`src/rtl/pwm_capture.sv`:
```
// Multi-channel PWM input capture: measures high time and period of each input
// in prescaled ticks and exposes them through a small register-mapped bus.
module pwm_capture #(
  parameter int pCHANNELS       = 4,
  parameter int pPRESCALER_BITS = 16,
  parameter int pCOUNT_BITS     = 32
) (
  input  logic                                 iCLOCK,
  input  logic                                 iRESET,
  input  logic [$clog2(2*pCHANNELS+2)-1:0]     iADDRESS,
  input  logic                                 iWRITE,
  input  logic [31:0]                          iWRITE_DATA,
  input  logic                                 iREAD,
  output logic [31:0]                          oREAD_DATA,
  input  logic [pCHANNELS-1:0]                 iPWM,
  output logic                                 oIRQ
);

  localparam int cAddrBits = $clog2(2*pCHANNELS+2);
  localparam logic [cAddrBits-1:0]       cAddrPres = '0;
  localparam logic [cAddrBits-1:0]       cAddrStat = cAddrBits'(1);
  localparam logic [pCOUNT_BITS-1:0]     cCntMax   = '1;
  localparam logic [pCOUNT_BITS-1:0]     cCntOne   = pCOUNT_BITS'(1);
  localparam logic [pPRESCALER_BITS-1:0] cPresOne  = pPRESCALER_BITS'(1);

  function automatic logic [pCOUNT_BITS-1:0] satInc(input logic [pCOUNT_BITS-1:0] v,
                                                    input logic t);
    satInc = (t && (v != cCntMax)) ? v + cCntOne : v;
  endfunction

  logic [pPRESCALER_BITS-1:0] presMax, presCnt;
  logic                       tick;
  logic [pCHANNELS-1:0]       pwmSyncP0, pwmSyncP1, pwmPrevP2;
  logic [pCHANNELS-1:0]       rise, fall, validSet, timeoutSet, valid, timeout;
  logic [pCOUNT_BITS-1:0]     highArr [pCHANNELS];
  logic [pCOUNT_BITS-1:0]     perArr  [pCHANNELS];
  logic [31:0]                rdNext;
  logic                       statW1c;
  logic                       unusedWdata;

  assign unusedWdata = ^iWRITE_DATA;
  assign statW1c     = iWRITE && (iADDRESS == cAddrStat);

  // Timebase: tick is registered, so it follows the wrapping compare by one cycle
  always_ff @(posedge iCLOCK or negedge iRESET) begin
    if (!iRESET) begin
      presMax <= '0;
      presCnt <= '0;
      tick    <= 1'b0;
    end else begin
      if (iWRITE && (iADDRESS == cAddrPres))
        presMax <= iWRITE_DATA[pPRESCALER_BITS-1:0];
      if (presCnt >= presMax) begin
        presCnt <= '0;
        tick    <= 1'b1;
      end else begin
        presCnt <= presCnt + cPresOne;
        tick    <= 1'b0;
      end
    end
  end

  // Stage p0/p1: synchronizer, p2: previous value for edge detection
  always_ff @(posedge iCLOCK or negedge iRESET) begin
    if (!iRESET) begin
      pwmSyncP0 <= '0;
      pwmSyncP1 <= '0;
      pwmPrevP2 <= '0;
    end else begin
      pwmSyncP0 <= iPWM;
      pwmSyncP1 <= pwmSyncP0;
      pwmPrevP2 <= pwmSyncP1;
    end
  end

  assign rise = pwmSyncP1 & ~pwmPrevP2;
  assign fall = ~pwmSyncP1 & pwmPrevP2;

  for (genvar n = 0; n < pCHANNELS; n++) begin : gCh
    logic [pCOUNT_BITS-1:0] cnt, highCap, perCap;
    logic                   armed, highSeen;

    assign validSet[n]   = rise[n] & armed;
    // Saturation is flagged only on the transition so a cleared TIMEOUT stays clear
    assign timeoutSet[n] = !rise[n] && tick && (cnt == cCntMax - cCntOne);
    assign highArr[n]    = highCap;
    assign perArr[n]     = perCap;

    always_ff @(posedge iCLOCK or negedge iRESET) begin
      if (!iRESET) begin
        cnt      <= '0;
        highCap  <= '0;
        perCap   <= '0;
        armed    <= 1'b0;
        highSeen <= 1'b0;
      end else if (rise[n]) begin
        if (armed) perCap <= cnt;
        cnt      <= tick ? cCntOne : '0;
        armed    <= 1'b1;
        highSeen <= 1'b0;
      end else begin
        if (fall[n] && armed && !highSeen) begin
          highCap  <= cnt;
          highSeen <= 1'b1;
        end
        if (timeoutSet[n]) armed <= 1'b0;
        cnt <= satInc(cnt, tick);
      end
    end
  end

  // Status register: a set in the same cycle as its write-1-to-clear wins
  always_ff @(posedge iCLOCK or negedge iRESET) begin
    if (!iRESET) begin
      valid   <= '0;
      timeout <= '0;
      oIRQ    <= 1'b0;
    end else begin
      valid   <= (valid   & ~(statW1c ? iWRITE_DATA[pCHANNELS-1:0]    : '0)) | validSet;
      timeout <= (timeout & ~(statW1c ? iWRITE_DATA[16 +: pCHANNELS]  : '0)) | timeoutSet;
      oIRQ    <= |{valid, timeout};
    end
  end

  always_comb begin
    rdNext = '0;
    if (iADDRESS == cAddrPres) begin
      rdNext[pPRESCALER_BITS-1:0] = presMax;
    end else if (iADDRESS == cAddrStat) begin
      rdNext[pCHANNELS-1:0]   = valid;
      rdNext[16 +: pCHANNELS] = timeout;
    end else begin
      for (int n = 0; n < pCHANNELS; n++) begin
        if (iADDRESS == cAddrBits'(2 + 2*n)) rdNext[pCOUNT_BITS-1:0] = highArr[n];
        if (iADDRESS == cAddrBits'(3 + 2*n)) rdNext[pCOUNT_BITS-1:0] = perArr[n];
      end
    end
  end

  always_ff @(posedge iCLOCK or negedge iRESET) begin
    if (!iRESET)    oREAD_DATA <= '0;
    else if (iREAD) oREAD_DATA <= rdNext;
  end

endmodule

```
`config.mk`:
```
export PLATFORM = sky130hd
export DESIGN_NAME = pwm_capture
export DESIGN_NICKNAME = d
export VERILOG_FILES = /design/src/rtl/pwm_capture.sv
export SDC_FILE = /design/constraint.sdc
export NUM_CORES = 1
export LEC_CHECK = 0
export ABC_CLOCK_PERIOD_IN_PS = 4400
export BUFFER_PORTS_ARGS = -buffer_cell sky130_fd_sc_hd__buf_2
export CORE_ASPECT_RATIO = 0.5
export CORE_MARGIN = 3
export CORE_UTILIZATION = 55
export CTS_BUF_LIST = sky130_fd_sc_hd__clkbuf_4 sky130_fd_sc_hd__clkbuf_8
export CTS_CLUSTER_DIAMETER = 50
export DETAILED_ROUTE_END_ITERATION = 8
export GPL_ROUTABILITY_DRIVEN = 0
export PLACE_DENSITY = 0.72
export SETUP_SLACK_MARGIN = 0.02
export SLEW_MARGIN = 10
export SYNTH_ARGS = -nofsm -noshare
export SYNTH_HDL_FRONTEND = slang
export SYNTH_SLANG_ARGS = --single-unit
```
`constraint.sdc`:
```
create_clock -name iCLOCK -period 4.4 [get_ports iCLOCK]
set_clock_uncertainty 0.05 [all_clocks]
set_input_delay 0.22 -clock iCLOCK [delete_from_list [all_inputs] [get_ports iCLOCK]]
set_output_delay 0.22 -clock iCLOCK [all_outputs]
set_load 0.02 [all_outputs]
```
After elaboration in Yosys (flattened, before gate mapping):

Index checks and enable logic that the tools add are counted.

* add/sub/neg operators: 5
* magnitude comparators: 1
* equality and inequality tests: 17
* mux-type cells: 43
* bitwise logic cells: 18
* reduce and logical (&&, ||, !) cells: 52

Operators with widths (count)
* $mux W32: 16
* $add A32 B1 Y32 const B: 4
* $eq A32 B32 Y1 const B: 4
* $ne A32 B32 Y1 const B: 4
* $mux W16: 3
* $mux W12: 2
* $reduce_bool A2 Y1: 12
* $logic_and A1 B1 Y1: 22
* $mux W1: 18
* $add A16 B1 Y16 const B: 1
* $and A4 B4 Y4: 4
* $eq A4 B3 Y1 const B: 4
* $ge A16 B16 Y1: 1
* $mux W4: 4
* $not A4 Y4: 4
* $reduce_and A2 Y1: 8
* $eq A4 B2 Y1 const B: 2
* $eq A4 B4 Y1 const B: 2
* $logic_not A1 Y1: 8
* $or A4 B4 Y4: 2
* $reduce_or A8 Y1: 1
* $and A1 B1 Y1: 4
* $eq A4 B1 Y1 const B: 1
* $logic_not A4 Y1: 1
* $not A1 Y1: 4

* register bits: 478
* bits of input ports: 44
* output and inout port bits: 33

Logic depth before layout (Yosys ltp):

* depth in word-level cells: 11
* mapped depth: 10
* gate-level depth less buffers: 8

Worst setup path before layout:

Ideal clock, no wire load.

* path kind: register to register
* from: register gCh[2].cnt[4]
* to: register gCh[2].cnt[21]
* setup time: 78 ps
* arrival time: 2101 ps
* data required time: 4272 ps
* setup slack: 2171 ps
* stages on the path, launching flop included: 8
* cell sequence: dfrtp_1 buf_2 nand4_2 or4_4 a311oi_4 nand2_4 or3_1 a21oi_1

* word-level cells in the longest chain between the ends: 3

Ends and longest elaborated chain
* start, declared: RTL line 80 `logic [pCOUNT_BITS-1:0] cnt, highCap, perCap;`
* start signal, assigned: RTL line 98 `cnt <= tick ? cCntOne : '0;`
* start signal, assigned: RTL line 107 `cnt <= satInc(cnt, tick);`
* $add A32 B1 Y32 or $ne A32 B32 Y1 (tied branches): RTL line 28 `satInc = (t && (v != cCntMax)) ? v + cCntOne : v;`
* $mux W32 or $logic_and A1 B1 Y1 (tied branches): RTL line 28
* $mux W32 or $reduce_bool A2 Y1 (tied branches)

Several ways; a longest one is shown, not always the timed one. The select of a mux whose other input is x is not followed.
A chain may end at the register's enable or synchronous reset.

Worst setup path after layout:

* from: register gCh[3].cnt[8]
* to: register gCh[3].cnt[15]

* word-level cells in the longest chain between the ends: 3

Ends and longest elaborated chain (RTL line)
* start, declared: 80
* start signal, assigned: 98
* start signal, assigned: 107
* $add A32 B1 Y32 or $ne A32 B32 Y1 (tied branches): 28
* $mux W32 or $logic_and A1 B1 Y1 (tied branches): 28
* $mux W32 or $reduce_bool A2 Y1 (tied branches)

Several ways; a longest one is shown, not always the timed one. The select of a mux whose other input is x is not followed.

==> summary.md <==
| Metric | Value |
|---|---|
| PostCTS Resize Cnt | `0` |
| Final min period | `roughly 2900 ps` |
| H-Tree Depth | `3` |
| Top-area cell type share of the netlist area | `0.535` |
| Slowest cell on crit path | `o41ai_2` |
| Fmax | `343 MHz` |
| Num CTS Buffers | `69` |
| Syn nets | `2,065` |
| Netlist cell types | `71` |
| Share of layout cells above drive strength 1 | `0.241` |
| Slew Viols, Final | `0` |
| CTS tree | `yes` |
| DP Wirelength | `between 30 and 40 mm` |
| Post-Route WL | `between 50 and 60 mm` |
| HP Class | `input port to flip-flop` |
| Max Cap Viol | `0` |
| Io pins | `77` |
| Ys flop type | `dfrtp_1` |
| WS Path Type | `flip-flop to flip-flop` |
| Die Height | `149 µm` |
| Async set or reset register ratio after synthesis | `1.00` |
| Die area | `43,300 µm²` |
| Crit end category | `flip-flop` |
| Area leader, netlist | `dfrtp_1` |
| Crit-path cells | `and4_1 -> nand4_1 -> o41ai_2 -> nor4_1 -> xnor2_1 -> nor2_1` |
| Largest net degree at the start of global routing | `126` |
| Syn Inst Count | `1,996` |
| Cell row count | `51` |
| Residual DRC count | `0` |
| DRT Pass-1 Iters | `5` |
| Final setup fails | `0` |
| Worst-margin pin slew | `1160 ps` |
| Tcrit/Tclk final | `0.663` |
| Die X | `291 µm` |
| Core area | `between 30,000 and 40,000 µm²` |
| RSZ-0062 raised after global routing | `false` |
| Crit path max-delay family | `compound AO/OA/AOI/OAI gates` |
| Mapped cell area | `22,400 µm²` |
| First-pass GRT wire length | `90.5 mm` |
| Yosys Warn Count | `0` |
| Worst hold slack | `120 ps` |
| Power per Cell Area | `around 370 nW/µm²` |
| Top post-synthesis cells by count | `dfrtp_1, mux2_2, nor2_1` |
| Vias in the first global route | `15.5k` |
| Iteration-0 DRC Markers | `1,514` |
| Slew HR | `0.218` |
| Vias/cell | `between 6 and 7` |
| Max FO, Critical Path | `15` |
| Lkg Pwr | `around 12 nW` |
| Layout Nets | `roughly 2.1k` |
| Max incr delay on CP | `1130 ps` |
| Flops & latches, synth | `478` |
| Clock buffer depth | `3` |
| Crit path launch type | `flip-flop` |
| Status | `finished clean` |
| FF+latch area | `around 12,000 µm²` |
| Grt ovf | `0` |
| Seq/Total Area, Yosys | `0.535` |
| Footprint of the multi-input gates | `about 9900 µm²` |
| Crit path buf inv count | `0` |
| Count leader, synth | `dfrtp_1` |
| Post-CTS setup buffer count | `0` |
| Overall Global Routing Usage | `0.267` |
| Clock transition at path regs | `approximately 70 ps` |
| Top post-synthesis cells by area | `dfrtp_1, mux2_2, xor2_1, nor2_1, nand2_1` |
| Initial antenna violation count | `0` |
| Vias | `~16k` |
| Clock Latency Late Sink | `630 ps` |
| IO Port Bufs | `64` |
| Post-synth EDFFs | `0` |
| Clock root cell | `clkbuf_8` |
| Worst VDD drop | `0.199 mV` |
| Setup TNS Final | `0 ps` |
| Wire per inst | `21.7 µm` |
| Mean Syn Cell Area | `~11 µm²` |
| Layout overhead on the synthesized area | `11.6%` |
| Arr. time, crit path | `3350 ps` |
| Clk sinks | `478` |
| Fill cell count | `3,075` |
| N_diodes | `0` |
| Fin. Hold Viols | `0` |
| Required @ worst endpoint | `between 4000 and 5000 ps` |
| Initial Util | `0.566` |
| Detail Route Antenna Nets | `0` |
-- placed cells by master, fill, tap and decap left out, types with 12 or more instances in the layout --
| master | count |
|---|---|
| a211oi_1 | 12 |
| a21o_1 | 21 |
| a21oi_1 | 78 |
| a221o_1 | 21 |
| a22oi_1 | 28 |
| a31oi_1 | 21 |
| and2_1 | 13 |
| and3_1 | 31 |
| and4_1 | 12 |
| buf_2 | 63 |
| buf_4 | 32 |
| clkbuf_4 | 22 |
| clkbuf_8 | 89 |
| dfrtp_1 | 478 |
| dlygate4sd3_1 | 24 |
| ha_1 | 25 |
| inv_1 | 33 |
| mux2_2 | 268 |
| mux2i_1 | 28 |
| nand2_1 | 120 |
| nand2b_1 | 12 |
| nand3_1 | 78 |
| nand4_1 | 41 |
| nor2_1 | 184 |
| nor2b_1 | 14 |
| nor3_1 | 23 |
| o21ai_0 | 72 |
| o22ai_1 | 26 |
| or3_1 | 23 |
| xnor2_1 | 25 |
| xor2_1 | 80 |
-- what timing repair did --
item                                   4_1_cts  5_1_grt
hold buffers                                24        0
setup endpoints to repair                    0        0
endpoints found under the hold margin      147        0
-- tightest hold or removal path, cell delays in order --
cell     delay (ps)
buf_2            90
buf_4           240
a21oi_1         170
-- final timing paths --
kind	slack (ps)	endpoint	depth (start not counted)	start
max	1480	gCh[3].cnt[15]	6	gCh[3].cnt[8]
min	120	oREAD_DATA[15]	3	iREAD
max reg2reg	1480	gCh[3].cnt[15]	6	gCh[3].cnt[8]
min reg2reg	300	pwmSyncP1[0]	0	pwmSyncP0[0]
max in group asynchronous	2920	gCh[0].perCap[12]	3	iRESET
min in group asynchronous	240	gCh[3].cnt[28]	2	iRESET
-- logic make-up (layout without fill, tap and decap cells) --
| logic type | Yosys count | in the layout | share of synthesized area |
|---|---|---|---|
| xor gates and xnor gates | 105 | 105 | 0.0411 |
| adders and majority gates | 25 | 25 | 0.0140 |
| AOI/OAI and AO/OA | 351 | 351 | 0.107 |
| DFF | 478 | 478 | 0.535 |
| buffers and inverters | 148 | 271 | 0.0252 |
| and+or+nand+nor | 593 | 593 | 0.130 |
| muxes | 296 | 296 | 0.147 |
-- per-stage QoR --
| stage | std cells | utilization | setup slack [ps] | power (mW) | cell area (µm²) |
|---|---|---|---|---|---|
| final | 2649 | 0.632 | 1480 | 9.24 | 25000 |
| after global routing | 2649 | 0.632 | 1220 | 9.61 | 25000 |
| after CTS | 2649 | 0.632 | 1510 | 9.29 | 25000 |
| after detailed placement | 2511 | 0.590 | 1210 | 5.63 | 23300 |
| after global placement | 2511 | 0.590 | 1260 | 5.61 | 23300 |
| after floorplan | 1996 | - | 2170 | 5.25 | 22400 |
-- registers in the layout, indices dropped and copies added, names as in the netlist, 16 cells and up --
signal and cells:
oREAD_DATA 32, presMax 16, presCnt 16, gCh.highCap 128
gCh.cnt 128, gCh.perCap 128
-- power by group --
group / switching [mW] / internal (mW)
clock: 1.68 / 1.98
combinational: 0.527 / 0.330
sequential: 0.174 / 4.54
total: 2.38 / 6.85
-- per-layer routing --
metal | global-route usage | wire [µm] | vias to the layer above
li1 | - | - | 7378
met1 | 0.400 | 27000 | 8314
met2 | 0.391 | 24700 | 522
met3 | 0.0606 | 4200 | 102
met4 | 0.0788 | 1460 | 0
met5 | 0 | 0 | -
-- area by class of cell --
| cell class | instances | area share |
|---|---|---|
| inverter | 33 | 0.00496 |
| multi-input combinational | 1370 | 0.397 |
| tap | 530 | 0.0266 |
| sequential | 478 | 0.479 |
| timing repair buffer | 124 | 0.0357 |
| clock buffer | 111 | 0.0557 |
| clock inverter | 3 | 0.000601 |
Note: power is estimated with default switching activity, not from simulation.
